### src/rtl/hazard_scoreboard.sv
// Hazard scoreboard for a 5-stage core: keeps destination tags of the E/M/W
// instructions and derives per-operand forwarding selects plus stall/flush controls.

module hazard_fwd_lane #(
    parameter int NWB = 2,
    parameter int AW  = 4,
    parameter int FW  = 3
) (
    input  logic                   sv,
    input  logic [AW-1:0]          src,
    input  logic [NWB-1:0][AW-1:0] m_dst,
    input  logic [NWB-1:0]         m_dv,
    input  logic [NWB-1:0][AW-1:0] w_dst,
    input  logic [NWB-1:0]         w_dv,
    output logic [FW-1:0]          fwd
);
    localparam logic [AW-1:0] PC = '1;

    always_comb begin
        fwd = '0;
        if (sv && src != PC) begin
            // Farthest candidate first, so nearest stage / lowest port overwrites last.
            for (int k = NWB-1; k >= 0; k--)
                if (w_dv[k] && w_dst[k] == src) fwd = FW'(1 + NWB + k);
            for (int k = NWB-1; k >= 0; k--)
                if (m_dv[k] && m_dst[k] == src) fwd = FW'(1 + k);
        end
    end
endmodule

module hazard_scoreboard #(
    parameter int NSRC     = 4,
    parameter int NWB      = 2,
    parameter int AW       = 4,
    parameter int LONG_LAT = 3,
    parameter int FW       = $clog2(1 + 2*NWB)
) (
    input  logic               clk,
    input  logic               reset,
    input  logic [NSRC*AW-1:0] src_d,
    input  logic [NSRC-1:0]    src_valid_d,
    input  logic [NWB*AW-1:0]  dst_d,
    input  logic [NWB-1:0]     dst_valid_d,
    input  logic               load_d,
    input  logic               long_d,
    input  logic               pcwr_d,
    input  logic               cond_fail_e,
    input  logic               branch_taken_e,
    output logic [NSRC*FW-1:0] fwd_e,
    output logic               stall_f,
    output logic               stall_d,
    output logic               stall_e,
    output logic               flush_d,
    output logic               flush_e,
    output logic               long_busy
);
    localparam logic [AW-1:0] PC = '1;
    localparam int CW = (LONG_LAT > 1) ? $clog2(LONG_LAT) : 1;

    logic [NSRC-1:0][AW-1:0] d_src;
    logic [NWB-1:0][AW-1:0]  d_dst;
    assign d_src = src_d;
    assign d_dst = dst_d;

    logic [NSRC-1:0][AW-1:0] e_src;
    logic [NSRC-1:0]         e_sv;
    logic [NWB-1:0][AW-1:0]  e_dst, m_dst, w_dst;
    logic [NWB-1:0]          e_dv, m_dv, w_dv;
    logic                    e_load, e_long, e_pcwr, m_pcwr;
    logic [CW-1:0]           cnt;
    logic                    load_use, pc_pend, br;

    always_comb begin
        load_use = 1'b0;
        for (int i = 0; i < NSRC; i++)
            if (src_valid_d[i] && d_src[i] != PC && e_load && e_dv[0] && e_dst[0] == d_src[i])
                load_use = 1'b1;
    end

    assign long_busy = e_long && (cnt != '0);
    assign stall_e   = long_busy;
    assign pc_pend   = pcwr_d || e_pcwr || m_pcwr;
    // A held E stage cannot resolve a branch, so the redirect is ignored then.
    assign br        = branch_taken_e && !long_busy;

    always_comb begin
        stall_f = long_busy || load_use || pc_pend;
        stall_d = long_busy || load_use;
        flush_d = pc_pend;
        flush_e = load_use && !long_busy;
        if (br) begin
            stall_f = 1'b0;
            stall_d = 1'b0;
            flush_d = 1'b1;
            flush_e = 1'b1;
        end
    end

    always_ff @(posedge clk) begin
        if (!reset) begin
            e_src  <= '0;
            e_sv   <= '0;
            e_dst  <= '0;
            e_dv   <= '0;
            e_load <= 1'b0;
            e_long <= 1'b0;
            e_pcwr <= 1'b0;
            m_dst  <= '0;
            m_dv   <= '0;
            m_pcwr <= 1'b0;
            w_dst  <= '0;
            w_dv   <= '0;
            cnt    <= '0;
        end else begin
            if (!stall_e) begin
                if (flush_e) begin
                    e_src  <= '0;
                    e_sv   <= '0;
                    e_dst  <= '0;
                    e_dv   <= '0;
                    e_load <= 1'b0;
                    e_long <= 1'b0;
                    e_pcwr <= 1'b0;
                end else begin
                    e_src  <= d_src;
                    e_sv   <= src_valid_d;
                    e_dst  <= d_dst;
                    e_dv   <= dst_valid_d;
                    e_load <= load_d;
                    e_long <= long_d;
                    e_pcwr <= pcwr_d;
                end
            end
            // A condition-failed instruction carries no writes down the pipe.
            if (stall_e) begin
                m_dv   <= '0;
                m_pcwr <= 1'b0;
            end else begin
                m_dst  <= e_dst;
                m_dv   <= cond_fail_e ? '0 : e_dv;
                m_pcwr <= e_pcwr && !cond_fail_e;
            end
            w_dst <= m_dst;
            w_dv  <= m_dv;
            if (!stall_e && !flush_e && long_d)
                cnt <= CW'(LONG_LAT - 1);
            else if (long_busy)
                cnt <= cnt - 1'b1;
        end
    end

    for (genvar i = 0; i < NSRC; i++) begin : g_lane
        hazard_fwd_lane #(.NWB(NWB), .AW(AW), .FW(FW)) u_lane (
            .sv    (e_sv[i]),
            .src   (e_src[i]),
            .m_dst (m_dst),
            .m_dv  (m_dv),
            .w_dst (w_dst),
            .w_dv  (w_dv),
            .fwd   (fwd_e[i*FW +: FW])
        );
    end
endmodule
### config.mk
export PLATFORM = sky130hd
export DESIGN_NAME = hazard_scoreboard
export DESIGN_NICKNAME = d
export VERILOG_FILES = /design/src/rtl/hazard_scoreboard.sv
export SDC_FILE = /design/constraint.sdc
export NUM_CORES = 1
export LEC_CHECK = 0
export BUFFER_PORTS_ARGS = -buffer_cell sky130_fd_sc_hd__buf_2
export CAP_MARGIN = 30
export CORE_MARGIN = 4
export CORE_UTILIZATION = 58
export CTS_BUF_LIST = sky130_fd_sc_hd__clkbuf_8
export DETAILED_ROUTE_END_ITERATION = 7
export GPL_ROUTABILITY_DRIVEN = 0
export HOLD_SLACK_MARGIN = 0.03
export PLACE_DENSITY = 0.8
export SLEW_MARGIN = 5
export SYNTH_ARGS = -nofsm -noshare
export SYNTH_HDL_FRONTEND = slang
export SYNTH_SLANG_ARGS = --single-unit
export TNS_END_PERCENT = 10
### constraint.sdc
create_clock -name clk -period 2.05 [get_ports clk]
set_clock_uncertainty 0.15 [all_clocks]
set_input_delay 0.205 -clock clk [delete_from_list [all_inputs] [get_ports clk]]
set_output_delay 0.205 -clock clk [all_outputs]
set_load 0.005 [all_outputs]
# Word-level counts from Yosys, hierarchy flattened
# Index checks and enable logic that the tools add are counted.
[totals]
latch_bits = 0
inputBits = 37
mem_bits_ro = 0
regBits = 56
word_cells = 141
ram_bits = 0
memories = 0
[classes]
reduce_logical = 54
n_lt_le_gt_ge = 0
n_div = 0
add_sub_neg = 1
n_mux = 37
n_bitwise = 1
n_mul = 0
shifts = 0
eq_ne = 28
[op_table]
columns = ["operator", "n"]
rows = [
  ["== test 4 bit", 20],
  ["two-way mux 3 bit", 20],
  ["logical AND 1 bit", 42],
  ["!= test 4 bit (second input constant)", 8],
  ["two-way mux 16 bit", 1],
  ["two-way mux 1 bit", 11],
  ["two-way mux 8 bit", 1],
  ["two-way mux 2 bit", 3],
  ["logical OR 1 bit", 4],
  ["two-way mux 4 bit", 1],
  ["nonzero test 2 bit", 2],
  ["OR reduction 2 bit", 2],
  ["logical NOT 1 bit", 3],
  ["OR reduction 3 bit", 1],
  ["subtractor 2 x 1 -> 2 bit (second input constant)", 1],
  ["NOT 1 bit", 1],
]

# Logic depth before layout (Yosys ltp)
[logic_depth]
word_depth = 15
ltp_mapped = 9
depth_no_buf = 7

# Modules after synthesis
# From an unflattened synthesis, not the netlist that was laid out.
[hier_totals]
cells_unflattened = 346
area_unflattened_um2 = 3355.7
[modules_own_cells]
columns = ["mod", "cells_per_inst", "area_each_um2", "instances", "seq_area_each_um2"]
rows = [
  ["hazard_scoreboard", 202, 2124.5, 1, 1121.1],
  ["hazard_fwd_lane", 36, 307.8, 4, 0.0],
]

# Worst setup path before layout
# Ideal clock, no wire load.
[synth_timing]
path_kind = "reg2out"
startpoint = "register cnt[0]"
endpoint = "output port stall_f"
path_slack_ns = 0.278
path_stages_with_launch = 8
n_path_buf = 1
t_arrival_ns = 1.417
cell_sequence = "dfxtp_1 > inv_1 > ha_1 > nand2b_1 > inv_1 > clkbuf_1 > nor2_1 > a31oi_1"
[synth_via]
elab_chain_cells = 5
[synth_rtl]
columns = ["element", "line", "rtl"]
rows = [
  ["start: declaration", "70", "logic [CW-1:0] cnt;"],
  ["start signal: assignment", "146", "cnt <= CW'(LONG_LAT - 1);"],
  ["start signal: assignment", "148", "cnt <= cnt - 1'b1;"],
  ["nonzero test 2 bit *", "80", "assign long_busy = e_long && (cnt != '0);"],
  ["logical AND 1 bit *", "80", ""],
  ["net long_busy", "55", "output logic long_busy"],
  ["logical OR 1 bit or logical NOT 1 bit (tied branches)", "87, 84", ""],
  ["logical OR 1 bit or logical AND 1 bit (tied branches)", "87, 84", ""],
  ["two-way mux 1 bit *", "91", "if (br) begin"],
  ["end: declaration", "50", "output logic stall_f,"],
]
# Mark *: on every way through the listed nets, which the timed path passes. The rest lies on a longest branch.

# Final worst setup path
[layout_timing]
startpoint = "register e_dst[2] (netlist bit)"
endpoint = "output port stall_f"
[layout_via]
elab_chain_cells = 9
[layout_rtl]
columns = ["element", "line", "rtl"]
rows = [
  ["start: declaration", "67", "logic [NWB-1:0][AW-1:0] e_dst, m_dst, w_dst;"],
  ["start signal: assignment", "127", "e_dst <= d_dst;"],
  ["== test 4 bit", "76", "if (src_valid_d[i] && d_src[i] != PC && e_load && e_dv[0] && e_dst[0] == d_src[i])"],
  ["logical AND 1 bit", "76", ""],
  ["two-way mux 1 bit (3 in a row)", "76", ""],
  ["two-way mux 1 bit *", "76", ""],
  ["logical OR 1 bit * (2 in a row)", "87", "stall_f = long_busy || load_use || pc_pend;"],
  ["two-way mux 1 bit *", "91", ""],
]
# Mark *: on every way between the ends. The rest lies on a longest branch, timed or not.

==> metrics.md <==
| Metric | Value |
|---|---|
| Clock Path Buffers | 2 |
| Die ar. | roughly 6900 µm² |
| Die Y | around 83 µm |
| Post-Syn Area | 3280 µm² |
| Failing checks | setup timing |
| Yosys reg bits | 56 |
| Final setup fails | 3 |
| Register area share after synthesis | 0.342 |
| Antenna diodes | 0 |
| Crit Path Category | flip-flop to output port |
| Fmax | ~0.47 GHz |
| Most frequent cell after synthesis | nand2_1 |
| Setup crit end kind | output port |
| Async S/R FF share, synth | 0 |
| Avg WL per Cell | ~16 µm |
| Multi-input gate area | around 2000 µm² |
| Comb power frac | 0.167 |
| Total Power | ~2.3 mW |
| WP data arrival | 1.79 ns |
| Storage cell area | around 1200 µm² |
| Rows | 27 |
| Post-synth cell types | 32 |
| Root buffer cell | clkbuf_8 |
| Boundary pin count | between 50 and 60 |
| Psw | roughly 0.62 mW |
| Relative slew slack | 0.779 |
| Post-placement worst setup slack | approximately 0.12 ns |
| Unrepaired setup endpoints after global routing | true |
| CP required | roughly 1.7 ns |
| First-iteration detailed-routing DRC count | 153 |
| Reg power frac | 0.525 |
| Core area | 5510 µm² |
| Post-synth top cells | nand2_1 (89), xor2_1 (60), dfxtp_1 (56) |
| Final worst setup slack | -0.0968 ns |
| Share of layout cells above drive strength 1 | 0.328 |
| Hold Vio Cnt, Final | 0 |
| Fin crit share | 1.05 |
| Hold crit path type | input pin to flip-flop |
| CTS clk-pin slew, worst paths | about 0.1 ns |
| Final ANT Viol Nets | 0 |
| Wire length of the first global-routing pass | between 10 and 15 mm |
| Number of I/O port buffers | 54 |
| Drt pass-1 iters | 4 |
| Setup TNS | -0.246 ns |
| Yosys top cell area share | 0.342 |
| Pin count of the biggest net entering global routing | 35 |
| Number of synthesized flops with an enable pin | 0 |
| Worst-Margin Slew | ~0.33 ns |
| DRC Markers | 0 |
| Max cap viols | 0 |
| DR vias | 3001 |
| Top_reg_cell synth | dfxtp_1 |
| Area Growth Syn to Fin | 25.9% |
| Internal | 1.69 mW |
| Worst-path fanout max | 7 |
| Post-detail-place hpwl | just under 6 mm |
| Vias in the first global route | around 3000 |
| Status | finished with violations |
| Via/cell ratio | approximately 5.5 |
| CTS tree | built |
| Fin nets | a little over 500 |
| Grt ovf | 0 |
| Gr usage total | 0.253 |
| DIE WIDTH | around 83 µm |
| Net Sw Frac | 0.269 |
| Ranking of synthesized cells by area | dfxtp_1 (34%), xor2_1 (16%), nand2_1 (10%) |
| Top cell type by total area after synthesis | dfxtp_1 |
| Number of synthesis warnings | 0 |
| Initial antenna violation count | 0 |
| Final min period | between 2 and 2.5 ns |
| Clock sink count | 56 |
| Gate Count Post-Synth | between 400 and 500 |
| Slew Viols, Final | 0 |
| Static leakage | about 1.9 nW |
| Fillers | approximately 390 |
| Clock share of power | 0.308 |
| Mean Syn Cell Area | 8.08 µm² |
| Power Dens Cells | 560 nW/µm² |
| WL final | about 9 mm |
| Syn_nets | 444 |
| H-tree levels | 2 |
| Clk_lat worst skew | roughly 0.31 ns |
| Initial Util | 0.596 |
| Maximum VDD drop | about 600 µV |
| Crit start category | flip-flop |
| CTS Buf Count | 5 |
layer usage:
layer | routed length, µm | global-route usage | part of all wire
met3 | 558 | 0.0476 | 0.063
met4 | 263 | 0.110 | 0.030
met2 | 4470 | 0.434 | 0.50
met5 | 0 | 0 | 0
met1 | 3560 | 0.306 | 0.40
metrics by stage:
stage                     hold slack [ns]  cells   util  instance area, µm²
after global routing               0.0515    542  0.750                4130
after CTS                          0.0524    542  0.734                4040
after detailed placement            0.291    499  0.642                3530
after global placement              0.284    499  0.642                3530
after floorplan                     0.131    406      -                3280
final                              0.0471    542  0.750                4130
area by class of cell:
| class | instances | share of cell area |
|---|---|---|
| well taps | 72 | 0.0218 |
| repair buffers | 101 | 0.177 |
| flip-flops and latches | 56 | 0.286 |
| multi-input cells | 301 | 0.484 |
| clock buffers | 5 | 0.0167 |
| clock inverters | 3 | 0.0103 |
| inverters | 4 | 0.00364 |
critical path: stages, from the launching register on:
cell     delay (ns)
dfxtp_4        0.39
xor2_1         0.16
nor4_1         0.28
a32oi_1        0.19
and3_4         0.21
a31oi_1        0.12
buf_2          0.13
flip-flops by register name (all words and copies together), names as in the netlist:
name	count
e_src	16
cnt	2
w_dv	2
e_sv	4
m_dv	2
e_load	1
e_dv	2
e_pcwr	1
w_dst	8
e_dst	8
m_pcwr	1
m_dst	8
e_long	1
placed cells by master (no fill, tap or decap), types with 11 or more instances in the layout:
| cell type | instances |
|---|---|
| xor2_1 | 60 |
| buf_4 | 12 |
| nand2_1 | 89 |
| dlygate4sd3_1 | 33 |
| dfxtp_2 | 22 |
| buf_2 | 54 |
| nor2_1 | 11 |
| o21ai_2 | 30 |
| and2_1 | 12 |
| xnor2_1 | 17 |
| dfxtp_1 | 25 |
power groups by stage:
stage               Combinational (mW)  Sequential [mW]  Clock [mW]
floorplan                        0.268             1.17           0
global placement                 0.297             1.23           0
detailed placement               0.306             1.24           0
CTS                              0.361             1.21       0.721
global route                     0.426             1.22       0.770
finish                           0.386             1.21       0.712
logic make-up after synthesis:
kind of cell | Yosys count | synth area share
AO/OA/AOI/OAI | 59 | 0.141
XOR/XNOR | 77 | 0.206
buffers and inverters | 49 | 0.0725
AND/OR/NAND/NOR | 164 | 0.236
flip-flops | 56 | 0.342
adder cells (fa/ha/maj) | 1 | 0.00381
worst paths after layout:
check | endpoint | cells after the start | slack [ns] | from
worst max-delay path | stall_f | 6 | -0.1 | e_dst[2]
worst min-delay path | e_src[5] | 3 | 0.05 | src_d[5]
worst max register to register | e_src[15] | 7 | 0.15 | e_dst[3]
worst min register to register | e_dst[5] | 2 | 0.32 | e_dst[5]
repair_timing:
action,in CTS,in global routing
hold buffers,33,0
hold endpoints to repair,36,0
pin swaps,10,3
gates resized for setup,28,27
buffers inserted,2,0
setup endpoints to repair,13,20
No activity file was read; power rests on OpenSTA's default activity.
